--- src/rtl/volume_level_ctrl_pkg.sv ---
// Shared types and helpers for the soundbar level path: level/tester widths,
// theme codes and the level-to-thermometer encoder used by RTL and renderer benches.
package volume_level_ctrl_pkg;

  localparam int LEVEL_MAX = 16;
  localparam int LEVEL_W   = 5;
  localparam int TESTER_W  = 16;
  localparam int SAMPLE_W  = 12;

  typedef logic [LEVEL_W-1:0]  level_t;
  typedef logic [TESTER_W-1:0] tester_t;

  typedef enum logic [1:0] {
    THEME_0 = 2'd0,
    THEME_1 = 2'd1,
    THEME_2 = 2'd2,
    THEME_3 = 2'd3
  } theme_t;

  // Levels above LEVEL_MAX saturate so only legal thermometer codes can appear
  function automatic tester_t thermo_encode(input level_t lvl);
    logic [TESTER_W:0] code_s;
    if (lvl >= LEVEL_W'(LEVEL_MAX)) begin
      code_s = {1'b0, {TESTER_W{1'b1}}};
    end else begin
      code_s = (17'd1 << lvl) - 17'd1;
    end
    return code_s[TESTER_W-1:0];
  endfunction

endpackage

--- src/rtl/volume_level_ctrl_if.sv ---
// Sample/control/display bundle between mic capture, the level controller and
// the soundbar renderer.
interface volume_level_ctrl_if;
  import volume_level_ctrl_pkg::*;

  logic [SAMPLE_W-1:0] mic_in;
  logic                sample_valid;
  logic                freeze;
  logic                theme_btn;
  tester_t             tester;
  level_t              level;
  logic [1:0]          R;
  logic                frame_tick;

  modport master (
    output mic_in, sample_valid, freeze, theme_btn,
    input  tester, level, R, frame_tick
  );

  modport slave (
    input  mic_in, sample_valid, freeze, theme_btn,
    output tester, level, R, frame_tick
  );

endinterface

--- src/rtl/volume_level_ctrl_peak_window.sv ---
// Counts WINDOW samples and tracks their maximum; publishes the window peak
// with a one-cycle window_done on the edge that takes the closing sample.
module volume_level_ctrl_peak_window
  import volume_level_ctrl_pkg::*;
#(
  parameter int WINDOW = 4000
) (
  input  logic                clock,
  input  logic                reset_n,
  input  logic [SAMPLE_W-1:0] mic_in,
  input  logic                sample_valid,
  output logic [SAMPLE_W-1:0] peak_final,
  output logic                window_done
);

  localparam int CNT_W = (WINDOW > 1) ? $clog2(WINDOW) : 1;
  localparam logic [CNT_W-1:0] LAST_C = CNT_W'(WINDOW - 1);

  logic [CNT_W-1:0]    count_r;
  logic [SAMPLE_W-1:0] peak_r;
  logic [SAMPLE_W-1:0] peak_final_r;
  logic                done_r;
  logic [SAMPLE_W-1:0] sample_max_s;

  // Running maximum including the sample currently presented
  always_comb begin
    if (mic_in > peak_r) begin
      sample_max_s = mic_in;
    end else begin
      sample_max_s = peak_r;
    end
  end

  // Counter and peak tracker; the closing sample is folded into the closing window
  always_ff @(posedge clock or negedge reset_n) begin
    if (!reset_n) begin
      count_r      <= {CNT_W{1'b0}};
      peak_r       <= {SAMPLE_W{1'b0}};
      peak_final_r <= {SAMPLE_W{1'b0}};
      done_r       <= 1'b0;
    end else begin
      done_r <= 1'b0;
      if (sample_valid) begin
        if (count_r == LAST_C) begin
          peak_final_r <= sample_max_s;
          count_r      <= {CNT_W{1'b0}};
          peak_r       <= {SAMPLE_W{1'b0}};
          done_r       <= 1'b1;
        end else begin
          count_r <= count_r + CNT_W'(1);
          peak_r  <= sample_max_s;
        end
      end
    end
  end

  assign peak_final  = peak_final_r;
  assign window_done = done_r;

endmodule

--- src/rtl/volume_level_ctrl.sv ---
// Soundbar level controller: quantizes each window peak to 0..16, applies
// peak-hold and one-step decay, and drives the thermometer code plus theme select.
module volume_level_ctrl
  import volume_level_ctrl_pkg::*;
#(
  parameter int WINDOW       = 4000,
  parameter int BASELINE     = 2048,
  parameter int SHIFT        = 7,
  parameter int HOLD_WINDOWS = 2
) (
  input  logic               clock,
  input  logic               reset_n,
  volume_level_ctrl_if.slave bus
);

  localparam int HOLD_W = (HOLD_WINDOWS > 0) ? $clog2(HOLD_WINDOWS + 1) : 1;
  localparam logic [HOLD_W-1:0]   HOLD_RELOAD_C = HOLD_W'(HOLD_WINDOWS);
  localparam logic [SAMPLE_W-1:0] BASE_C        = SAMPLE_W'(BASELINE);

  logic [SAMPLE_W-1:0] peak_final_s;
  logic                window_done_s;
  logic [SAMPLE_W-1:0] amp_s;
  logic [SAMPLE_W:0]   steps_s;
  level_t              raw_s;

  level_t              level_r, level_nxt_s;
  tester_t             tester_r;
  logic [HOLD_W-1:0]   hold_r, hold_nxt_s;
  logic                tick_r, tick_nxt_s;
  logic [1:0]          theme_r;

  volume_level_ctrl_peak_window #(.WINDOW(WINDOW)) u_peak_window (
    .clock       (clock),
    .reset_n     (reset_n),
    .mic_in      (bus.mic_in),
    .sample_valid(bus.sample_valid),
    .peak_final  (peak_final_s),
    .window_done (window_done_s)
  );

  // Peak to raw level: any amplitude above baseline lights at least one segment
  always_comb begin
    amp_s = {SAMPLE_W{1'b0}};
    if (peak_final_s > BASE_C) begin
      amp_s = peak_final_s - BASE_C;
    end else begin
      amp_s = {SAMPLE_W{1'b0}};
    end
    steps_s = {1'b0, amp_s >> SHIFT} + {{SAMPLE_W{1'b0}}, (amp_s != {SAMPLE_W{1'b0}})};
    if (steps_s >= (SAMPLE_W+1)'(LEVEL_MAX)) begin
      raw_s = LEVEL_W'(LEVEL_MAX);
    end else begin
      raw_s = steps_s[LEVEL_W-1:0];
    end
  end

  // Hold/decay next state, evaluated only on the cycle after a window closes
  always_comb begin
    level_nxt_s = level_r;
    hold_nxt_s  = hold_r;
    tick_nxt_s  = 1'b0;
    if (window_done_s && !bus.freeze) begin
      tick_nxt_s = 1'b1;
      if (raw_s >= level_r) begin
        level_nxt_s = raw_s;
        hold_nxt_s  = HOLD_RELOAD_C;
      end else if (hold_r != {HOLD_W{1'b0}}) begin
        hold_nxt_s = hold_r - HOLD_W'(1);
      end else begin
        level_nxt_s = level_r - LEVEL_W'(1);
      end
    end else begin
      tick_nxt_s = 1'b0;
    end
  end

  // Display registers; tester is encoded from the same next level so both move together
  always_ff @(posedge clock or negedge reset_n) begin
    if (!reset_n) begin
      level_r  <= {LEVEL_W{1'b0}};
      tester_r <= {TESTER_W{1'b0}};
      hold_r   <= {HOLD_W{1'b0}};
      tick_r   <= 1'b0;
      theme_r  <= THEME_0;
    end else begin
      level_r  <= level_nxt_s;
      tester_r <= thermo_encode(level_nxt_s);
      hold_r   <= hold_nxt_s;
      tick_r   <= tick_nxt_s;
      if (bus.theme_btn) begin
        theme_r <= theme_r + 2'd1;
      end else begin
        theme_r <= theme_r;
      end
    end
  end

  assign bus.level      = level_r;
  assign bus.tester     = tester_r;
  assign bus.frame_tick = tick_r;
  assign bus.R          = theme_r;

endmodule
--- src/flat_wrapper.sv ---
// flat-port wrapper written by rule: the top's interface ports become plain ports
module volume_level_ctrl_flat import volume_level_ctrl_pkg::*;
#(
  parameter int WINDOW       = 4000,
  parameter int BASELINE     = 2048,
  parameter int SHIFT        = 7,
  parameter int HOLD_WINDOWS = 2
)
  (clock, reset_n, bus_mic_in, bus_sample_valid, bus_freeze, bus_theme_btn, bus_tester, bus_level, bus_R, bus_frame_tick);
  volume_level_ctrl_if bus_i ();
  input  logic clock;
  input  logic reset_n;
  input wire logic [$bits(bus_i.mic_in)-1:0] bus_mic_in;
  input wire logic [$bits(bus_i.sample_valid)-1:0] bus_sample_valid;
  input wire logic [$bits(bus_i.freeze)-1:0] bus_freeze;
  input wire logic [$bits(bus_i.theme_btn)-1:0] bus_theme_btn;
  output wire logic [$bits(bus_i.tester)-1:0] bus_tester;
  output wire logic [$bits(bus_i.level)-1:0] bus_level;
  output wire logic [$bits(bus_i.R)-1:0] bus_R;
  output wire logic [$bits(bus_i.frame_tick)-1:0] bus_frame_tick;
  assign bus_i.mic_in = bus_mic_in;
  assign bus_i.sample_valid = bus_sample_valid;
  assign bus_i.freeze = bus_freeze;
  assign bus_i.theme_btn = bus_theme_btn;
  assign bus_tester = bus_i.tester;
  assign bus_level = bus_i.level;
  assign bus_R = bus_i.R;
  assign bus_frame_tick = bus_i.frame_tick;
  volume_level_ctrl #(.WINDOW(WINDOW), .BASELINE(BASELINE), .SHIFT(SHIFT), .HOLD_WINDOWS(HOLD_WINDOWS)) u_core (.clock(clock), .reset_n(reset_n), .bus(bus_i));
endmodule
--- config.mk ---
export PLATFORM = sky130hd
export DESIGN_NAME = volume_level_ctrl_flat
export DESIGN_NICKNAME = d
export VERILOG_FILES = /design/src/rtl/volume_level_ctrl_pkg.sv /design/src/rtl/volume_level_ctrl_if.sv /design/src/rtl/volume_level_ctrl_peak_window.sv /design/src/rtl/volume_level_ctrl.sv /design/src/flat_wrapper.sv
export SDC_FILE = /design/constraint.sdc
export NUM_CORES = 1
export LEC_CHECK = 0
export ABC_AREA = 1
export CORE_ASPECT_RATIO = 0.7
export CORE_MARGIN = 4
export CORE_UTILIZATION = 25
export DETAILED_ROUTE_END_ITERATION = 6
export HOLD_SLACK_MARGIN = 0.03
export PLACE_DENSITY = 0.46
export SLEW_MARGIN = 20
export SYNTH_ARGS = -nofsm -noshare
export SYNTH_HDL_FRONTEND = slang
export SYNTH_HIERARCHICAL = 1
export SYNTH_SLANG_ARGS = --single-unit
--- constraint.sdc ---
create_clock -name clock -period 5 [get_ports clock]
set_clock_uncertainty 0.1 [all_clocks]
set_input_delay 1 -clock clock [delete_from_list [all_inputs] [get_ports clock]]
set_output_delay 1 -clock clock [all_outputs]
set_load 0.02 [all_outputs]
### Yosys cells after proc, flatten, opt, wreduce, memory -nomap -nowiden

Index checks and enable logic that the tools add are counted.

* logic and storage cells: 44
* register bits after elaboration: 63

* mux-type cells: 14
* add/subtract/negate cells: 7
* reductions and logical operators: 7
* equal/unequal tests: 1
* shift-type cells: 1
* magnitude comparators: 5

Operators with widths (number)
* 2-to-1 mux 12 bit: 4
* 2-to-1 mux 5 bit: 4
* 2-to-1 mux 16 bit: 1
* << shifter 1 x 5 -> 16 bit (first input constant): 1
* subtractor 16 x 1 -> 16 bit (second input constant): 1
* greater-or-equal comparator 13 x 5 -> 1 bit (second input constant): 1
* adder 12 x 1 -> 12 bit (second input constant): 1
* equality test 12 bit (second input constant): 1
* > comparator 12 bit: 1
* > comparator 12 bit (second input constant): 1
* nonzero test 12 bit: 1
* subtractor 12 bit (second input constant): 1
* adder 5 x 1 -> 6 bit: 1
* greater-or-equal comparator 5 bit: 1
* greater-or-equal comparator 5 bit (second input constant): 1
* subtractor 5 x 1 -> 5 bit (second input constant): 1
* 2-to-1 mux 2 bit: 2
* AND reduction 2 bit: 2
* nonzero test 2 bit: 2
* 2-to-1 mux 1 bit: 3
* adder 2 x 1 -> 2 bit (second input constant): 1
* subtractor 2 x 1 -> 2 bit (second input constant): 1
* logical AND 1 bit: 1
* zero test 1 bit: 1

### Depth between registers and ports, before layout

Gate-level depths: netlist of run 1.

* depth in word-level cells: 12
* depth in mapped cells: 27

### By module

The synthesis of run 1 kept the hierarchy.

Modules (own cells, without submodules)
* volume_level_ctrl_peak_window: sequential area each 925.9 um2, cells each 286, instances 1, area an instance 2200.9 um2
* volume_level_ctrl: sequential area each 650.6 um2, cells each 217, instances 1, area an instance 1657.8 um2

### Worst setup path after synthesis of run 1

Ideal clock, no wire load.

* path kind: register -> register
* from: register u_core.u_peak_window.peak_final_r[0], in the netlist u_core/u_peak_window/peak_final[0]
* to: register u_core.tester_r[12], in the netlist u_core/bus.tester[12]
* path buffers: 0
* cell stages (with the launch flop): 26
* setup slack: 1373 ps
* arrival: 3400 ps
* data required time: 4772 ps
* period minus slack after synthesis: 3627 ps
* cell sequence: dfrtp_1 > nor4_1 > nand3_1 > nand2_1 > nor2_1 > ha_1 > ha_1 > or2_2 > nand2_1 > inv_1 > ha_1 > nand2_1 > nand2_1 > a21oi_2 > nand3_2 > nand2_1 > nand3_1 > nand2_2 > inv_1 > nor3_1 > nand2_1 > ha_1 > nand2_2 > nor2_1 > nand2_1 > nand3_1

* longest elaborated chain between the ends: 12

RTL lines
* start, declared: RTL line volume_level_ctrl_peak_window.sv:21 `logic [SAMPLE_W-1:0] peak_final_r;`
* start signal, assigned: RTL line volume_level_ctrl_peak_window.sv:39 `peak_final_r <= {SAMPLE_W{1'b0}};`
* start signal, assigned: RTL line volume_level_ctrl_peak_window.sv:45 `peak_final_r <= sample_max_s;`
* subtractor 12 bit / > comparator 12 bit (equally long branches): RTL line volume_level_ctrl.sv:45, volume_level_ctrl.sv:44
* 2-to-1 mux 12 bit *: RTL line volume_level_ctrl.sv:44 `if (peak_final_s > BASE_C) begin`
* nonzero test 12 bit: RTL line volume_level_ctrl.sv:49 `steps_s = {1'b0, amp_s >> SHIFT} + {{SAMPLE_W{1'b0}}, (amp_s != {SAMPLE_W{1'b0}})};`
* adder 5 x 1 -> 6 bit *: RTL line volume_level_ctrl.sv:49
* greater-or-equal comparator 13 x 5 -> 1 bit: RTL line volume_level_ctrl.sv:50 `if (steps_s >= (SAMPLE_W+1)'(LEVEL_MAX)) begin`
* 2-to-1 mux 5 bit *: RTL line volume_level_ctrl.sv:50
* greater-or-equal comparator 5 bit: RTL line volume_level_ctrl.sv:64 `if (raw_s >= level_r) begin`
* 2-to-1 mux 5 bit *: RTL line volume_level_ctrl.sv:64
* 2-to-1 mux 5 bit *: RTL line volume_level_ctrl.sv:62 `if (window_done_s && !bus.freeze) begin`
* net u_core.level_nxt_s[0]: RTL line volume_level_ctrl.sv:26 `level_t level_r, level_nxt_s;`
* << shifter 1 x 5 -> 16 bit: RTL line volume_level_ctrl_pkg.sv:26 `code_s = (17'd1 << lvl) - 17'd1;`
* subtractor 16 x 1 -> 16 bit: RTL line volume_level_ctrl_pkg.sv:26
* 2-to-1 mux 16 bit *: RTL line volume_level_ctrl_pkg.sv:23 `if (lvl >= LEVEL_W'(LEVEL_MAX)) begin`
* end signal, assigned: RTL line volume_level_ctrl.sv:81 `tester_r <= {TESTER_W{1'b0}};`
* end signal, assigned: RTL line volume_level_ctrl.sv:87 `tester_r <= thermo_encode(level_nxt_s);`
* end, declared: RTL line volume_level_ctrl.sv:27 `tester_t tester_r;`

Mark *: on every way through the listed nets, which the timed path passes. The rest lies on a longest branch.
A chain may end at the register's enable or synchronous reset.

### Worst setup path after layout of run 1

* from: register u_core.u_peak_window.peak_final_r[3], in the netlist u_core/u_peak_window/peak_final[3]
* to: register u_core.tester_r[12], in the netlist u_core/bus.tester[12]

The elaborated chain is that of the path after synthesis.

==> results by group, run 1 <==
Status
  • Run status: complete, no violations

Route
  • Vias: 3,301
  • Drt first pass iters: 4
  • Initial drt markers: 271
  • Via density: 4.44
  • Residual DRC: 0
  • Detail Route Antenna Nets: 0
  • Routed wire length: 9100 um
  • Post-detailed-route wirelength per cell: 12.2 um

Timing
  • Maximum operating frequency: 0.247 GHz
  • Total setup violations reported at the end of the flow: 0
  • Worst slew pin tran: 0.875 ns
  • Final Slew Violations: 0
  • Worst setup slack after layout: 0.946 ns
  • Accumulated negative setup slack: 0 ns
  • Worst slew slack as a fraction of its limit: 41.7%
  • Final Critical Period: 4.05 ns
  • Unrepaired setup endpoints after global routing: false
  • Final hold violation count: 0
  • Share of the cycle needed by the critical path after routing: 81.1%

Finish
  • End-of-flow core utilization: 31.6%
  • Diode count: 0
  • Net total in the final layout: 587
  • Layout overhead on the synthesized area: 22.1%
  • Area taken by flip-flops and latches: 0.00158 sq mm
  • Multi-input logic area: 0.00190 sq mm
  • Number of fill cells in the layout: 1,581
  • Share of post-route cells with drive strength above 1: 11.7%
  • Post-Layout Cell Count: 744

Synth
  • Most instantiated flip-flop cell in the synthesis netlist: dfrtp_1
  • Most frequent cells after synthesis: 155 x nand2_1, 68 x inv_1, 63 x dfrtp_1
  • Synth area leaders: dfrtp_1 41%, nand2_1 15%, ha_1 7.5%
  • Number of cells produced by synthesis: 503
  • Number of synthesized flops with an enable pin: 0
  • Average instance area after synthesis: 7.67 sq um
  • Post-Synthesis Cell Area: 0.00386 sq mm
  • Leading cell type by number of instances after synthesis: nand2_1
  • Post-synth top area share: 40.9%
  • Library cell with the largest summed area after synthesis: dfrtp_1
  • Library cells used by synthesis: 40
  • Sequential-to-total area share from yosys stat: 40.9%
  • Fraction of registers with async set/reset: 100%
  • Post-synthesis sequential element count: 63
  • Synth warnings: 6
  • Net count after synthesis: 543

Clock tree
  • Worst-skew pair later-pin latency: 0.32 ns
  • Clock transition at the register clock pins on the worst setup and hold paths after CTS: 0.05 ns
  • Htree depth: 3
  • Clock tree from TritonCTS: yes
  • CTS Root Cell: clkbuf_16
  • Inserted Clock Buffers: 9
  • Resized Gates After CTS: 0
  • Buffer levels on the longest clock path: 2
  • Number of buffers inserted by post-CTS setup repair: 0
  • Post-cts hold buffer count: 0
  • Clock tree sinks: 63

Setup path
  • CP max FO: 7
  • Worst setup EP type: register
  • Worst path arrival time: 4.15 ns
  • Required time at the worst-slack endpoint: 5.10 ns
  • Crit Path Class: register to register
  • Crit start category: register

Global routing
  • Global-route wire length before repair: 15,800 um
  • Number of antenna violations at the first check in global routing: 0
  • Via count of the first global-routing pass: 3,304
  • Congestion Overflow GR: 0
  • Maximum number of pins on one net before global-route repair: 40
  • Overall routing resource usage: 11.1%

Floorplanning
  • Starting Density: 25.9%
  • Placement row count: 37
  • Die area: 0.0175 sq mm
  • Overall die height: 112 um
  • Top-Level Pins: 41
  • Width of the chip: 156 um
  • Core Box Area: 0.0149 sq mm

Power
  • Worst vdd rail ir drop: 0.120 mV
  • Power density over the cells: 421 mW/mm^2
  • Static leakage power: 2.43 nW

Placement
  • Number of cells in the design after placement: 731
  • Post-Place Setup Slack: 0.949 ns
  • Total half-perimeter wirelength after legalization and detailed placement: 7130 um
  • Buffers on Ports: 40
  • Gpl congestion: 0.831

Min path
  • Path type of the worst min-delay path: register to register

Run
  • Max-cap violations: 0
metrics by stage:
stage / cell area [sq um] / power [mW] / hold WS [ns]
detailed placement: 4440 / 1.43 / 0.371
global route: 4710 / 2.15 / 0.392
global placement: 4440 / 1.42 / 0.360
floorplan: 3860 / 1.22 / 0.349
finish: 4710 / 1.99 / 0.378
CTS: 4710 / 2.01 / 0.384
cells in the final DEF, fill, tap and decap left out, types with 10 or more instances in the layout:
cell and instances:
nand2_1 155, inv_2 15, nand3_1 55, ha_1 23, clkdlybuf4s50_1 39, inv_1 68
nand3_2 12, dfrtp_1 63, nor2_1 25, a21oi_1 10
per-layer routing:
| layer | up-vias | GRT usage [%] | wire length [um] |
|---|---|---|---|
| met5 | - | 0 | 0 |
| met4 | 0 | 3.35 | 66 |
| met3 | 6 | 2.84 | 348 |
| met2 | 51 | 15.9 | 3880 |
| met1 | 1547 | 16.3 | 4810 |
| li1 | 1697 | - | - |
worst max-delay path, cell delays in order (launching register included):
cell and delay, ns:
dfrtp_1 0.39, nor4_1 0.27, nand3_1 0.11, nand2_1 0.09
nor2_1 0.05, ha_1 0.23, ha_1 0.21, or2_2 0.29
nand2_1 0.08, inv_1 0.05, ha_1 0.32, nand2_1 0.09
nand2_1 0.08, a21oi_2 0.14, nand3_2 0.14, nand2_1 0.10
nand3_1 0.09, nand2_2 0.13, inv_1 0.08, nor3_1 0.20
nand2_1 0.10, ha_1 0.27, nand2_2 0.14, nor2_1 0.06
nand2_1 0.06, nand3_1 0.07
sequential cells by signal (all words and copies together), names as in the netlist, 2 cells and up:
name,count
u_core/u_peak_window/count_r,12
u_core/hold_r,2
u_core/u_peak_window/peak_final,12
u_core/bus.level,5
u_core/bus.R,2
u_core/bus.tester,16
u_core/u_peak_window/peak_r,12
area by class of cell:
cell class	count	area share [%]
clock buffers	12	5.66
clock inverters	1	0.106
inverters	84	6.69
multi-input cells	348	40.3
flip-flops and latches	63	33.5
well taps	195	5.18
repair buffers	41	8.55
cell families after synthesis:
group / after synthesis / share of synthesized area, %
buf+inv: 92 / 9.89
compound gates: 29 / 4.35
simple gates: 291 / 36.3
fa+ha+maj: 23 / 7.46
flops: 63 / 40.9
xor+xnor: 5 / 1.13
path summary, 6_finish.rpt:
| path | startpoint | to | slack (ns) | cells after the start |
|---|---|---|---|---|
| max in group asynchronous | reset_n | u_core/bus.level[4] | 3.24 | 2 |
| max reg2reg | u_core/u_peak_window/peak_final[3] | u_core/bus.tester[12] | 0.95 | 25 |
| max | u_core/u_peak_window/peak_final[3] | u_core/bus.tester[12] | 0.95 | 25 |
| min in group asynchronous | reset_n | u_core/u_peak_window/peak_r[0] | 0.70 | 1 |
| min reg2reg | u_core/u_peak_window/peak_r[1] | u_core/u_peak_window/peak_r[1] | 0.38 | 2 |
| min | u_core/u_peak_window/peak_r[1] | u_core/u_peak_window/peak_r[1] | 0.38 | 2 |
power breakdown:
part	internal, mW	switching, mW
clock network	0.366	0.199
registers	0.628	0.0847
logic	0.267	0.441
total	1.26	0.724
(Power assumes the default switching activity.)
==> inputs of run 2 (changes only) <==
- clock period: 5 -> 4.2 ns (I/O delays scaled with it)
==> results by group, run 2 (synthesized netlist as in run 1, its figures left out) <==
Global routing
  • Global Route met1 Usage: 16.2% (-0.027 points)
  • Congestion Overflow GR: 0 (unchanged)
  • Global-route wire length before repair: 16,000 um (+1.5%)
  • GRT met3 Usage: 2.72% (-0.12 points)
  • Maximum number of pins on one net before global-route repair: 46 (+15%)
  • Top Usage Layer GRT: met2
  • Overall routing resource usage: 11.2% (+0.13 points)
  • Number of antenna violations at the first check in global routing: 0 (unchanged)
  • GR met2 Demand/Resource: 16.5% (+0.51 points)
  • Via count of the first global-routing pass: 3,341 (+1.1%)

Timing
  • Worst setup slack after layout: 0.380 ns (-0.566 ns)
  • Worst slew pin tran: 0.640 ns (-0.234 ns)
  • Accumulated negative setup slack: 0 ns (unchanged)
  • Worst slew slack as a fraction of its limit: 57.3% (+16 points)
  • Unrepaired setup endpoints after global routing: false
  • Final hold violation count: 0 (unchanged)
  • Total setup violations reported at the end of the flow: 0 (unchanged)
  • Final Slew Violations: 0 (unchanged)
  • Final Critical Period: 3.82 ns (-0.234 ns)
  • Share of the cycle needed by the critical path after routing: 90.9% (+9.9 points)
  • Maximum operating frequency: 0.262 GHz (+6.1%)

Status
  • Run status: complete, no violations

Setup path
  • Cell with the largest stage delay on the worst path: dfrtp_1
  • Cell repeated most along the worst path: nand2_1
  • Required time at the worst-slack endpoint: 4.31 ns (-0.79 ns)
  • Crit start category: register
  • CP max FO: 10 (+3)
  • Largest stage delay on the critical path: 0.38 ns (about the same)
  • Worst path arrival time: 3.93 ns (-0.22 ns)
  • Crit Path Class: register to register
  • Worst setup EP type: register
  • Reg2reg path depth: 25 (unchanged)

Power
  • Worst vdd rail ir drop: 0.158 mV (+32%)
  • Power density over the cells: 491 mW/mm^2 (+16%)
  • Static leakage power: 2.42 nW (-0.14%)

Min path
  • Path type of the worst min-delay path: primary input to async pin

Route
  • Residual DRC: 0 (unchanged)
  • Detail Route Antenna Nets: 0 (unchanged)
  • Via density: 4.41 (-0.70%)
  • Post-detailed-route wirelength per cell: 12.2 um (-0.64%)
  • Vias: 3,291 (-0.30%)
  • Drt first pass iters: 4 (unchanged)
  • Initial drt markers: 204 (-25%)
  • Routed wire length: 9080 um (-0.24%)

Clock tree
  • Worst-skew pair later-pin latency: 0.32 ns (about the same)
  • Clock transition at the register clock pins on the worst setup and hold paths after CTS: 0.05 ns (about the same)
  • Clock tree from TritonCTS: yes
  • Buffer levels on the longest clock path: 2 (unchanged)
  • Clock tree sinks: 63 (unchanged)
  • Post-cts hold buffer count: 0 (unchanged)
  • CTS Root Cell: clkbuf_16
  • Inserted Clock Buffers: 9 (unchanged)
  • Htree depth: 3 (unchanged)

Floorplanning
  • Overall die height: 112 um (unchanged)
  • Starting Density: 25.9% (unchanged)
  • Width of the chip: 156 um (unchanged)
  • Placement row count: 37 (unchanged)
  • Die area: 0.0175 sq mm (unchanged)
  • Core Box Area: 0.0149 sq mm (unchanged)
  • Top-Level Pins: 41 (unchanged)

Placement
  • Gpl congestion: 0.830 (-0.12%)
  • Total half-perimeter wirelength after legalization and detailed placement: 7030 um (-1.3%)
  • Post-Place Setup Slack: 0.151 ns (-0.797 ns)
  • DP Area: 0.00445 sq mm (+0.17%)
  • Buffers on Ports: 40 (unchanged)

Finish
  • Layout overhead on the synthesized area: 23.0%
  • Share of post-route cells with drive strength above 1: 12.7% (+1.0 points)
  • Area taken by flip-flops and latches: 0.00158 sq mm (unchanged)
  • Most frequent standard cell in the layout excluding fill and tap cells: nand2_1
  • Multi-input logic area: 0.00194 sq mm (+2.2%)
  • Top library cells by usage in the layout, fill and taps aside: 155 x nand2_1, 67 x inv_1, 63 x dfrtp_1
  • Diode count: 0 (unchanged)
  • Number of flip-flops under the largest register name: 16 (unchanged)
  • Net total in the final layout: 589 (+0.34%)
  • Number of fill cells in the layout: 1,612 (+2.0%)
  • Post-Layout Inst Area: 0.00475 sq mm (+0.74%)

Run
  • Max-cap violations: 0 (unchanged)
run 2: changes by cell type in the layout (fill, tap and decap cells not counted), sizes merged:
cell    before  now
clkinv       2    3
buf          2    4
run 2: worst paths after layout:
kind                                                        to  slack, ns                                from
worst min register to register                 u_core/bus.R[1]       0.38                     u_core/bus.R[1]
max in group asynchronous       u_core/u_peak_window/peak_r[9]       2.69                             reset_n
worst max register to register            u_core/bus.tester[4]       0.38  u_core/u_peak_window/peak_final[3]
worst min-delay path            u_core/u_peak_window/peak_r[0]       0.36                             reset_n
worst max-delay path                      u_core/bus.tester[4]       0.38  u_core/u_peak_window/peak_final[3]
min in group clock                             u_core/bus.R[1]       0.38                     u_core/bus.R[1]
run 2: what timing repair did:
item	CTS	global route
gates resized for setup	0	9
setup endpoints to repair	0	8
setup buffers	0	1
endpoints found under the hold margin	0	0
run 2: power breakdown:
part | internal (mW) | switching (mW)
Sequential | 0.747 | 0.103
Clock | 0.390 | 0.239
Combinational | 0.325 | 0.525
Total | 1.46 | 0.867
run 2: worst max-delay path: cells and delay by family, from the launching register on:
kind | cells | cell delay (ns)
compound gates | 2 | 0.25
fa+ha+maj | 4 | 0.87
buf+inv | 3 | 0.21
flops | 1 | 0.38
simple gates | 16 | 1.89
run 2: layer usage:
metal / vias to the layer above / wire, um / part of all wire [%]
met5: - / 0 / 0
met4: 0 / 110 / 1.2
met3: 9 / 305 / 3.4
met2: 36 / 3920 / 43
met1: 1546 / 4740 / 52
li1: 1700 / - / -
run 2: final cells by class:
cell class	count	area share (%)
multi-input cells	348	40.9
flip-flops and latches	63	33.2
repair buffers	43	8.81
inverters	84	6.70
well taps	195	5.14
clock buffers	12	4.98
clock inverters	2	0.211
run 2: metrics by stage:
step	utilization [%]	instances	power, mW	hold WS, ns
3_3_place_gp	29.8	732	1.69	0.361
4_1_cts	31.5	746	2.36	0.363
2_1_floorplan	-	503	1.45	0.349
6_report	31.8	747	2.33	0.361
3_5_place_dp	29.8	732	1.71	0.365
5_1_grt	31.8	747	2.54	0.397
==> inputs of run 3 (changes only) <==
- SLEW_MARGIN: 20 -> default
==> results of run 3 <==
No change in the layout: final DEF, timing and power equal those of run 2.
==> RTL change 1: new RTL, config.mk and constraints of run 1 <==
Compare `count_r` against `LAST_C` with >= in place of ==.
--- a/src/rtl/volume_level_ctrl_peak_window.sv
+++ b/src/rtl/volume_level_ctrl_peak_window.sv
@@ -42,5 +42,5 @@
       done_r <= 1'b0;
       if (sample_valid) begin
-        if (count_r == LAST_C) begin
+        if (count_r >= LAST_C) begin
           peak_final_r <= sample_max_s;
           count_r      <= {CNT_W{1'b0}};
Behaviour: same outputs for any inputs over 10 cycles, from zero or initial values and one cycle with reset_n low; that may be too few to reach the edited logic, so the function may still have changed.
==> RTL change 1 against run 1 <==
  * Global-route usage rose by 0.12 points
  * Setup slack got worse by 0.11 ns
  * Sequential cell count did not move
  * Critical endpoint is now u_core/bus.tester[14]$_DFF_PN0_
  * Critical path type unchanged
  * Via count fell by 3.6%
  * Synthesized area fell by 0.94%
  * Sequential share of layout area rose by 0.12 points
  * Highest routed layer unchanged
  * Final area fell by 0.37%
  * Routed wire length fell by 0.30%
  * Total power fell by 12%
  * Final cell count fell by 1.2%
==> RTL change 1: results (changes against run 1) <==
- Filler cell count in the final layout: 1,569 (-0.76%)
- Maximum number of pins on one net before global-route repair: 33 (-18%)
- Placer Congestion: 0.805 (-3.1%)
- Area fraction in compound gates after synthesis: 4.35% (+0.0085 points)
- Fmax achieved: 240 MHz (-2.7%)
- Via count of the first global-routing pass: 3,217 (-2.6%)
- Worst IR Drop VDD: 0.168 mV (+40%)
- Cell count of the worst reg-to-reg path: 27 (+8.0%)
- Met3 routed WL: 391 um (+12%)
- Hold path endpoint: u_core/u_peak_window/peak_final[6]$_DFFE_PN0P_
- Main area contributors after synthesis: sky130_fd_sc_hd__dfrtp_1 41%, sky130_fd_sc_hd__nand2_1 15%, sky130_fd_sc_hd__ha_1 7.5%
- Number of cells produced by synthesis: 495 (-1.6%)
- Post-placement cell count: 723 (-1.1%)
- Leakage Power: 2.51 nW (+3.5%)
- Sequential fraction of the synthesis area: 41.2% (+0.39 points)
- Most numerous cell types in the synthesized netlist: 153 x sky130_fd_sc_hd__nand2_1, 69 x sky130_fd_sc_hd__inv_1, 63 x sky130_fd_sc_hd__dfrtp_1
- Result of the run: completed
- Post-DP Area: 4420 um2 (-0.45%)
- Total GRT Usage: 11.2% (+0.12 points)
- Area of combinational cells with multiple inputs: 1880 um2 (-1.1%)
- Source of the worst hold timing path: u_core/u_peak_window/peak_final[6]$_DFFE_PN0P_
- Iter 0 DRT Violations: 257 (-5.2%)
- Post-synth net total: 535 (-1.5%)
- Worst slack, placed: 0.890 ns (-0.0586 ns)
- Net count, final: 579 (-1.4%)
- Post-detail-place hpwl: 6860 um (-3.8%)
- Detail Route met2 WL: 3840 um (-1.2%)
- Routed wire length: 9080 um (-0.30%)
- Met1 usage in global routing: 16.2% (about the same)
- Met3 layer usage reported by global route: 3.26% (+0.43 points)
- Rel. slew slack: 49.3% (+7.6 points)
- Worst-case register-to-register setup slack: 0.83 ns (-0.11 ns)
[RTL change 1: cell types whose count changed after synthesis, sizes merged, moves of 2 or more]
| cell | run 1 | this run |
|---|---|---|
| or2 | 3 | 0 |
| nand3 | 68 | 61 |
| nor2 | 34 | 31 |
| inv | 83 | 79 |
| nand4 | 9 | 11 |
| o21ai | 10 | 14 |
| xor2 | 4 | 2 |
| nand3b | 2 | 4 |
[RTL change 1: area by class of cell]
class	instances	share of cell area (%)
sequential	63	33.6
clock inverter	2	0.746
timing repair buffer	42	8.74
clock buffer	10	5.09
multi-input combinational	342	40.0
inverter	81	6.58
tap	195	5.20
[RTL change 1: report_power, final]
part	switching, W	internal (W)	total (W)
Clock	0.000212	0.000387	0.000599
Sequential	0.0000603	0.000603	0.000664
Combinational	0.000314	0.000180	0.000494
Total	0.000587	0.00117	0.00176
==> RTL change 2: new RTL, flow settings as in run 1 <==
Without the edit above. `HOLD_WINDOWS` is set to 2 in 2 places; all go to 4.
--- a/src/rtl/volume_level_ctrl.sv
+++ b/src/rtl/volume_level_ctrl.sv
@@ -7,5 +7,5 @@
   parameter int BASELINE     = 2048,
   parameter int SHIFT        = 7,
-  parameter int HOLD_WINDOWS = 2
+  parameter int HOLD_WINDOWS = 4
 ) (
   input  logic               clock,
--- a/src/flat_wrapper.sv
+++ b/src/flat_wrapper.sv
@@ -5,5 +5,5 @@
   parameter int BASELINE     = 2048,
   parameter int SHIFT        = 7,
-  parameter int HOLD_WINDOWS = 2
+  parameter int HOLD_WINDOWS = 4
 )
   (clock, reset_n, bus_mic_in, bus_sample_valid, bus_freeze, bus_theme_btn, bus_tester, bus_level, bus_R, bus_frame_tick);
Behaviour: same outputs for any inputs over 10 cycles, from zero or initial values and one cycle with reset_n low; that may be too few to reach the edited logic, so the function may still have changed.
==> RTL change 2 against run 1 <==
  * Sequential cell count up 1
  * Synthesized cell count up 5.2%
  * Critical endpoint is now u_core/bus.tester[6]$_DFF_PN0_
  * Core utilization down 0.14 points
  * Setup slack worse by 0.32 ns
  * Routed wire length up 1.4%
  * Synthesized area up 5.0%
  * Final area up 4.8%
  * Total power up 0.55%
==> RTL change 2: results (changes against run 1) <==
- Via count of the first global-routing pass: 3,457 (+4.6%)
- Result of the run: completed
- Net load switching power: 0.000728 W (+0.43%)
- Maximum number of pins on one net before global-route repair: 52 (+30%)
- Detail Route met2 WL: 4060 um (+4.5%)
- Fraction of layout cells with a size suffix above 1: 12.7% (+0.99 points)
- Post-detail-place hpwl: 7210 um (+1.2%)
- Power per cell area: 404 nW/um2 (-4.0%)
- Total GRT Usage: 10.9% (-0.20 points)
- M1 WL: 4850 um (+0.87%)
- Main area contributors after synthesis: sky130_fd_sc_hd__dfrtp_1 40%, sky130_fd_sc_hd__nand2_1 15%, sky130_fd_sc_hd__ha_1 7.4%
- Post-DP Area: 4630 um2 (+4.3%)
- Leakage Power: 2.51 nW (+3.3%)
- Vias post-DR: 3,331 (+0.91%)
- First-pass GRT wire length: 16,400 um (+4.2%)
- Share of total power in the clock network: 31.8% (+3.4 points)
- Routed via count divided by cell count: 4.29 (-3.4%)
- Placer Congestion: 0.867 (+4.2%)
- Met1 usage in global routing: 15.5% (-0.78 points)
- Net count, final: 613 (+4.4%)
- Arrival @ worst endpoint: 4.48 ns (+0.33 ns)
- Filler cell count in the final layout: 1,665 (+5.3%)
- Most numerous cell types in the synthesized netlist: 160 x sky130_fd_sc_hd__nand2_1, 78 x sky130_fd_sc_hd__inv_1, 64 x sky130_fd_sc_hd__dfrtp_1
- Met3 layer usage reported by global route: 2.37% (-0.46 points)
- Met2 layer usage reported by global route: 16.4% (+0.45 points)
-- RTL change 2: cell types whose count changed after synthesis, sizes merged, moves of 2 or more --
cell / before / now
inv: 83 / 90
buf: 7 / 9
o31ai: 0 / 2
nor2: 34 / 41
nand2: 163 / 172
o211ai: 2 / 0
nand4: 9 / 7
-- RTL change 2: cells by family after synthesis --
kind of cell               Yosys count  synth area share (%)
AOI/OAI and AO/OA                   30                  4.36
buffers and inverters              101                  10.5
adders and majority gates           24                  7.41
DFF                                 64                  39.5
xor gates and xnor gates             6                  1.30
and+or+nand+nor                    304                  36.9
-- RTL change 2: path summary, 6_finish.rpt --
path | endpoint | slack [ns] | cells past startpoint | from
worst max-delay path | u_core/bus.tester[6]$_DFF_PN0_ | 0.62 | 24 | u_core/u_peak_window/peak_final[5]$_DFFE_PN0P_
worst min-delay path | u_core/bus.frame_tick$_DFF_PN0_ | 0.38 | 2 | u_core/u_peak_window/window_done$_DFF_PN0_
worst max register to register | u_core/bus.tester[6]$_DFF_PN0_ | 0.62 | 24 | u_core/u_peak_window/peak_final[5]$_DFFE_PN0P_
worst min register to register | u_core/bus.frame_tick$_DFF_PN0_ | 0.38 | 2 | u_core/u_peak_window/window_done$_DFF_PN0_
max in group asynchronous | u_core/bus.level[4]$_DFF_PN0_ | 3.40 | 2 | reset_n
min in group asynchronous | u_core/u_peak_window/peak_r[0]$_DFFE_PN0P_ | 0.46 | 1 | reset_n
-- RTL change 2: final cells by class --
class	count	area [um2]	area share, %
repair buffers	42	410	8.31
flip-flops and latches	64	1600	32.4
well taps	200	250	5.07
clock inverters	6	67.6	1.37
multi-input cells	364	2020	41.0
inverters	91	344	6.97
clock buffers	10	239	4.84
